$ cat src/rtl/dump_pkg.sv
// dump_pkg: shared state type and widths for the memory dump sequencer.
// Used by dump_sequencer and its auto-advance timer.
package dump_pkg;

  localparam int ADDR_W = 16;
  localparam int DATA_W = 16;
  localparam int DISP_W = ADDR_W + DATA_W;

  typedef enum logic [1:0] {
    RUN,
    DUMP_ADDR,
    DUMP_WAIT,
    DUMP_SHOW
  } dump_state_e;

endpackage

$ cat src/rtl/auto_timer.sv
// auto_timer: counts tick strobes while enabled and pulses expire
// on the DIV-th tick; clear holds the count at zero.
module auto_timer #(
  parameter int DIV = 250
) (
  input  logic clk,
  input  logic reset,
  input  logic tick,
  input  logic en,
  input  logic clear,
  output logic expire
);

  localparam int CW = (DIV > 1) ? $clog2(DIV) : 1;

  logic [CW-1:0] count;

  assign expire = en & tick & (count == CW'(DIV - 1));

  always_ff @(posedge clk) begin
    if (!reset || clear) begin
      count <= '0;
    end else if (en && tick) begin
      count <= expire ? '0 : count + 1'b1;
    end
  end

endmodule

$ cat src/rtl/dump_sequencer.sv
// dump_sequencer: walks RAM addresses and latches {addr, data} for display.
// Defining DUMP_AUTO_EN adds a tick-driven auto-advance timer.
module dump_sequencer
  import dump_pkg::*;
#(
  parameter logic [15:0] LAST_ADDR = 16'hFFFF,
  parameter int          AUTO_DIV  = 250
) (
  input  logic        clk,
  input  logic        reset,
  input  logic        tick,
  input  logic        step,
  input  logic        dump,
  input  logic        auto_en,
  input  logic [15:0] risc_addr,
  input  logic [15:0] ram_dout,
  output logic [15:0] mem_addr,
  output logic [31:0] disp_data,
  output logic        dump_active,
  output logic        wrap
);

  dump_state_e state, state_d;

  logic [ADDR_W-1:0] cnt, cnt_d;
  logic [DISP_W-1:0] disp_d;
  logic wrap_d;
  logic step_q;
  logic step_rise;
  logic auto_expire;
  logic advance;

  assign step_rise   = step & ~step_q;
  assign advance     = step_rise | auto_expire;
  assign mem_addr    = (state == RUN) ? risc_addr : cnt;
  assign dump_active = (state != RUN);

`ifdef DUMP_AUTO_EN
  auto_timer #(
    .DIV(AUTO_DIV)
  ) u_auto (
    .clk    (clk),
    .reset  (reset),
    .tick   (tick),
    .en     (auto_en & (state == DUMP_SHOW)),
    .clear  (state != DUMP_SHOW),
    .expire (auto_expire)
  );
`else
  logic unused_auto;
  assign unused_auto = auto_en ^ tick ^ (AUTO_DIV == 0);
  assign auto_expire = 1'b0;
`endif

  always_ff @(posedge clk) begin
    if (!reset) begin
      state     <= RUN;
      cnt       <= '0;
      disp_data <= '0;
      wrap      <= 1'b0;
      step_q    <= 1'b0;
    end else begin
      state     <= state_d;
      cnt       <= cnt_d;
      disp_data <= disp_d;
      wrap      <= wrap_d;
      step_q    <= step;
    end
  end

  // Dropping dump wins over latching or advancing.
  always_comb begin
    state_d = state;
    cnt_d   = cnt;
    disp_d  = disp_data;
    wrap_d  = 1'b0;
    unique case (state)
      RUN: begin
        disp_d = {risc_addr, ram_dout};
        if (dump) state_d = DUMP_ADDR;
      end
      DUMP_ADDR: begin
        state_d = dump ? DUMP_WAIT : RUN;
      end
      DUMP_WAIT: begin
        if (!dump) begin
          state_d = RUN;
        end else begin
          state_d = DUMP_SHOW;
          disp_d  = {cnt, ram_dout};
        end
      end
      DUMP_SHOW: begin
        if (!dump) begin
          state_d = RUN;
        end else if (advance) begin
          state_d = DUMP_ADDR;
          if (cnt == LAST_ADDR) begin
            cnt_d  = '0;
            wrap_d = 1'b1;
          end else begin
            cnt_d = cnt + 1'b1;
          end
        end
      end
      default: state_d = RUN;
    endcase
  end

endmodule

$ cat config.mk
export PLATFORM = sky130hd
export DESIGN_NAME = dump_sequencer
export DESIGN_NICKNAME = d
export VERILOG_FILES = /design/src/rtl/dump_pkg.sv /design/src/rtl/auto_timer.sv /design/src/rtl/dump_sequencer.sv
export SDC_FILE = /design/constraint.sdc
export NUM_CORES = 1
export LEC_CHECK = 0
export CORE_ASPECT_RATIO = 0.7
export CORE_MARGIN = 1
export CORE_UTILIZATION = 39
export CTS_CLUSTER_SIZE = 10
export DETAILED_ROUTE_END_ITERATION = 7
export DONT_BUFFER_PORTS = 1
export GPL_ROUTABILITY_DRIVEN = 0
export SLEW_MARGIN = 5
export SYNTH_ARGS = -nofsm -noshare
export SYNTH_HDL_FRONTEND = slang
export SYNTH_HIERARCHICAL = 1
export SYNTH_SLANG_ARGS = --single-unit
$ cat constraint.sdc
create_clock -name clk -period 3.4 [get_ports clk]
set_input_delay 0.68 -clock clk [delete_from_list [all_inputs] [get_ports clk]]
set_output_delay 0.68 -clock clk [all_outputs]
set_load 0.03 [all_outputs]
# [Word level (Yosys, flattened, before mapping)]
# Index checks and enable logic that the tools add are counted.
[word_totals] reg_bits=52 input_bits=38 out_inout_bits=50
[op_classes] n_addsub=1 n_eq_ne=7 muxes=11 bitwise_logic=2 n_reduce_logical=7
[op_table] operator="$pmux W32 S2" count=1
[op_table] operator="$mux W16" count=2
[op_table] operator="$mux W32" count=1
[op_table] operator="$add A16 B1 Y16 const B" count=1
[op_table] operator="$eq A16 B16 Y1 const B" count=1
[op_table] operator="$mux W2" count=5
[op_table] operator="$pmux W2 S4" count=1
[op_table] operator="$eq A2 B2 Y1 const B" count=2
[op_table] operator="$ne A2 B2 Y1 const B" count=2
[op_table] operator="$reduce_and A2 Y1" count=2
[op_table] operator="$reduce_and A4 Y1" count=1
[op_table] operator="$reduce_bool A2 Y1" count=2
[op_table] operator="$ne A3 B3 Y1 const B" count=1
[op_table] operator="$reduce_and A3 Y1" count=1
[op_table] operator="$eq A2 B1 Y1 const B" count=1
[op_table] operator="$logic_not A2 Y1" count=1
[op_table] operator="$and A1 B1 Y1" count=1
[op_table] operator="$mux W1" count=1
[op_table] operator="$not A1 Y1" count=1

# [Logic depth before layout (Yosys ltp)]
[depth] ltp_word=5 depth_mapped=6

# [Worst setup path after synthesis]
# OpenSTA, ideal clock, no wires.
[synth_timing] path_kind="register to output" from="register state[0]" to="output mem_addr[10]" arrival_ns=1.348 required_time_ns=2.720 slack_ns=1.372 stages_incl_launch_ff=6 path_cell_list="dfxtp_1 nor2_1 inv_1 clkbuf_1 nand2_1 nand2_1"
[synth_between] elab_chain_cells=2
[synth_lines] element="start: declaration" line="dump_sequencer.sv:23" rtl="dump_state_e state, state_d;"
[synth_lines] element="start signal: assignment" line="dump_sequencer.sv:63" rtl="state <= state_d;"
[synth_lines] element="$logic_not A2 Y1" line="dump_sequencer.sv:35" rtl="assign mem_addr = (state == RUN) ? risc_addr : cnt;"
[synth_lines] element="$mux W16" line="dump_sequencer.sv:35"
[synth_lines] element="end: declaration" line="dump_sequencer.sv:17" rtl="output logic [15:0] mem_addr,"
# Every way passes these cells.

# [Final worst setup path]
[layout_timing] from="register state[0]" to="output mem_addr[6]"
# Same word-level chain as after synthesis.

==> results.toml <==
[grt]
grt_pass1_wl_um = 8000
grt_max_degree = 30
grt-ovfl-total = 0
antenna_found_initial = 0
grt_pass1_vias = 1593
grt_use_total_pct = 16.8

[critical_path]
crit_fanout = 29
cp-end-kind = "output pin"
r2r_cells = 6
critical-path-top-delay-family = "buffers and inverters"
required_ns = 2.72
worst_path_most_repeated_cell = "nand2_1"
path_buf_inv = 2
arrival_ns = 2.09
worstPathCellList = "nor2_1 -> buf_4 -> inv_1 -> nand2_1 -> nand2_1"
worstReg2RegStart = "state[0]"
ff2ff_setup_slack_ns = 1.41
worst_path_max_delay_cell = "inv_1"
startpoint_type = "register"
r2r_end = "disp_data[30]"
cp_slowest_stage_delay_ns = 0.62
crit_type = "reg -> out"
path_depth = 5

[run_status]
run_status = "finished, final reports clean"

[cts]
cts_buffer_depth = 2
cts_tree = "yes"
cts_buffers = 5
cts_root_buf = "clkbuf_8"
post_cts_resized = 0
cts.sinks = 52
h-tree-depth = 2
hold_buffers = 0
post_cts_buffers = 0
clock_latency_ns = 0.30
path_clk_slew_ns = 0.09

[yosys]
synthTopCellsByArea = "dfxtp_1, nand2_1, nor2_1, o221ai_1, a21oi_1"
yosysWarningCount = 6
syn_avg_cell_area_um2 = 7.84
yosys.cell_types.count = 35
synth-seq-cells = 52
netlist_area_mm2 = 0.00231
yosys.area.top_type = "dfxtp_1"
syn-num-nets = 334
synthCells = 295
yosysTopAreaCellShare_pct = 45.0
ys_seq_area_share_pct = 45.0
synth_edf_count = 0
synth_ff_type = "dfxtp_1"
synthArstFlopShare_pct = 0

[worst_hold_path]
hp-class = "in -> reg"
whs_endpoint = "step_q"
hold_depth = 1
min-delay-start = "step"

[sta]
min_period_ns = 2.77
rsz0062_at_grt = "false"
post-route-period-util_pct = 81.4
setup-violations-final = 0
fin_worst_skew_ns = 0.00749
slew_headroom_pct = 32.3
tightest_slew_ns = 1.00
fmax_mhz = 361
hold_violations = 0
drv_slew = 0
tns_ns = 0
holdWs_ns = 0.492

[routing]
num_vias = 1889
wl_per_cell_um = 14.5
drtAntennaViolNets = 0
drc = 0
firstDrtPassIters = 4
viasPerCell = 5.20
drt-total-wl_um = 5270
drtIter0Drc = 96

[placed_design]
numPortBuffers = 0
dpl.hpwl_um = 3680

[floorplan]
core_area_mm2 = 0.00573
die_h_um = 66.4
rows = 23
io_pins = 88
die_area_mm2 = 0.00625
start_util_pct = 40.4
die_x_um = 94.1

[layout]
final_cell_mix = "nand2_1, dfxtp_1, nor2_1"
nFillCells = 573
regArea_mm2 = 0.00104
multi_input_area_mm2 = 0.00115
syn_to_final_growth_pct = 5.79
layout_commonest_cell = "nand2_1"
diodes = 0
nNetsFinal = 326
drive_gt1_share_pct = 7.64

[job]
maxCapViolCount = 0

[power]
vdd_ir_drop_max_mv = 0.156
finalPower_mw = 1.26
power.leakage_nw = 1.03
power_per_cell_area_mw_per_mm2 = 516
## through the flow
stage,setup WS [ns],utilization (%),std cells,instance area [um^2]
global route,0.433,42.7,363,2450
detailed placement,0.983,40.9,355,2340
finish,0.631,42.7,363,2450
CTS,0.626,42.7,363,2450
floorplan,1.37,-,295,2310
global placement,0.980,40.9,355,2340
## logic make-up after synthesis
family	Yosys count	synth area share [%]
flops	52	45.0
fa+ha+maj	1	0.541
compound gates	52	14.7
simple gates	156	31.0
xor+xnor	9	3.41
buf+inv	25	5.35
## layout make-up
| class | count | area share [%] |
|---|---|---|
| Multi-Input combinational cell | 218 | 47.1 |
| Sequential cell | 52 | 42.5 |
| Tap cell | 75 | 3.83 |
| Clock buffer | 6 | 2.97 |
| Clock inverter | 2 | 1.43 |
| Timing Repair Buffer | 4 | 1.23 |
| Inverter | 6 | 0.920 |
## worst max-delay path by stage
stage             start      endpoint
6_report       state[0]   mem_addr[6]
5_1_grt        state[1]   mem_addr[3]
4_1_cts        state[1]   mem_addr[3]
3_5_place_dp   state[0]   mem_addr[3]
3_3_place_gp   state[0]   mem_addr[3]
2_1_floorplan  state[0]  mem_addr[10]
## flip-flops by register name (all words and copies together), names as in the netlist
signal,cells
state,2
wrap,1
step_q,1
cnt,16
disp_data,32
## synthesized netlist by cell type, types with 4 or more instances
| master | n |
|---|---|
| a21oi_1 | 24 |
| buf_2 | 4 |
| clkbuf_1 | 10 |
| dfxtp_1 | 52 |
| inv_1 | 6 |
| nand2_1 | 81 |
| nand3_1 | 5 |
| nand4_1 | 8 |
| nor2_1 | 41 |
| o21ai_0 | 7 |
| o221ai_1 | 15 |
| or3_1 | 6 |
| xor2_1 | 8 |
## where the power goes
part	switching, mW	leakage, nW	total, mW	internal (mW)
Sequential	0.0800	0.428	0.721	0.641
Clock	0.198	0.0552	0.417	0.219
Combinational	0.0909	0.544	0.125	0.0343
Total	0.369	1.03	1.26	0.894
## layer usage
layer,vias to the layer above,global-route usage (%),wire (um)
li1,988,-,-
met1,845,24.1,2670
met2,51,23.4,2190
met3,5,5.06,355
met4,0,6.15,55
met5,-,0,0
No activity file was read; power rests on OpenSTA's default activity.
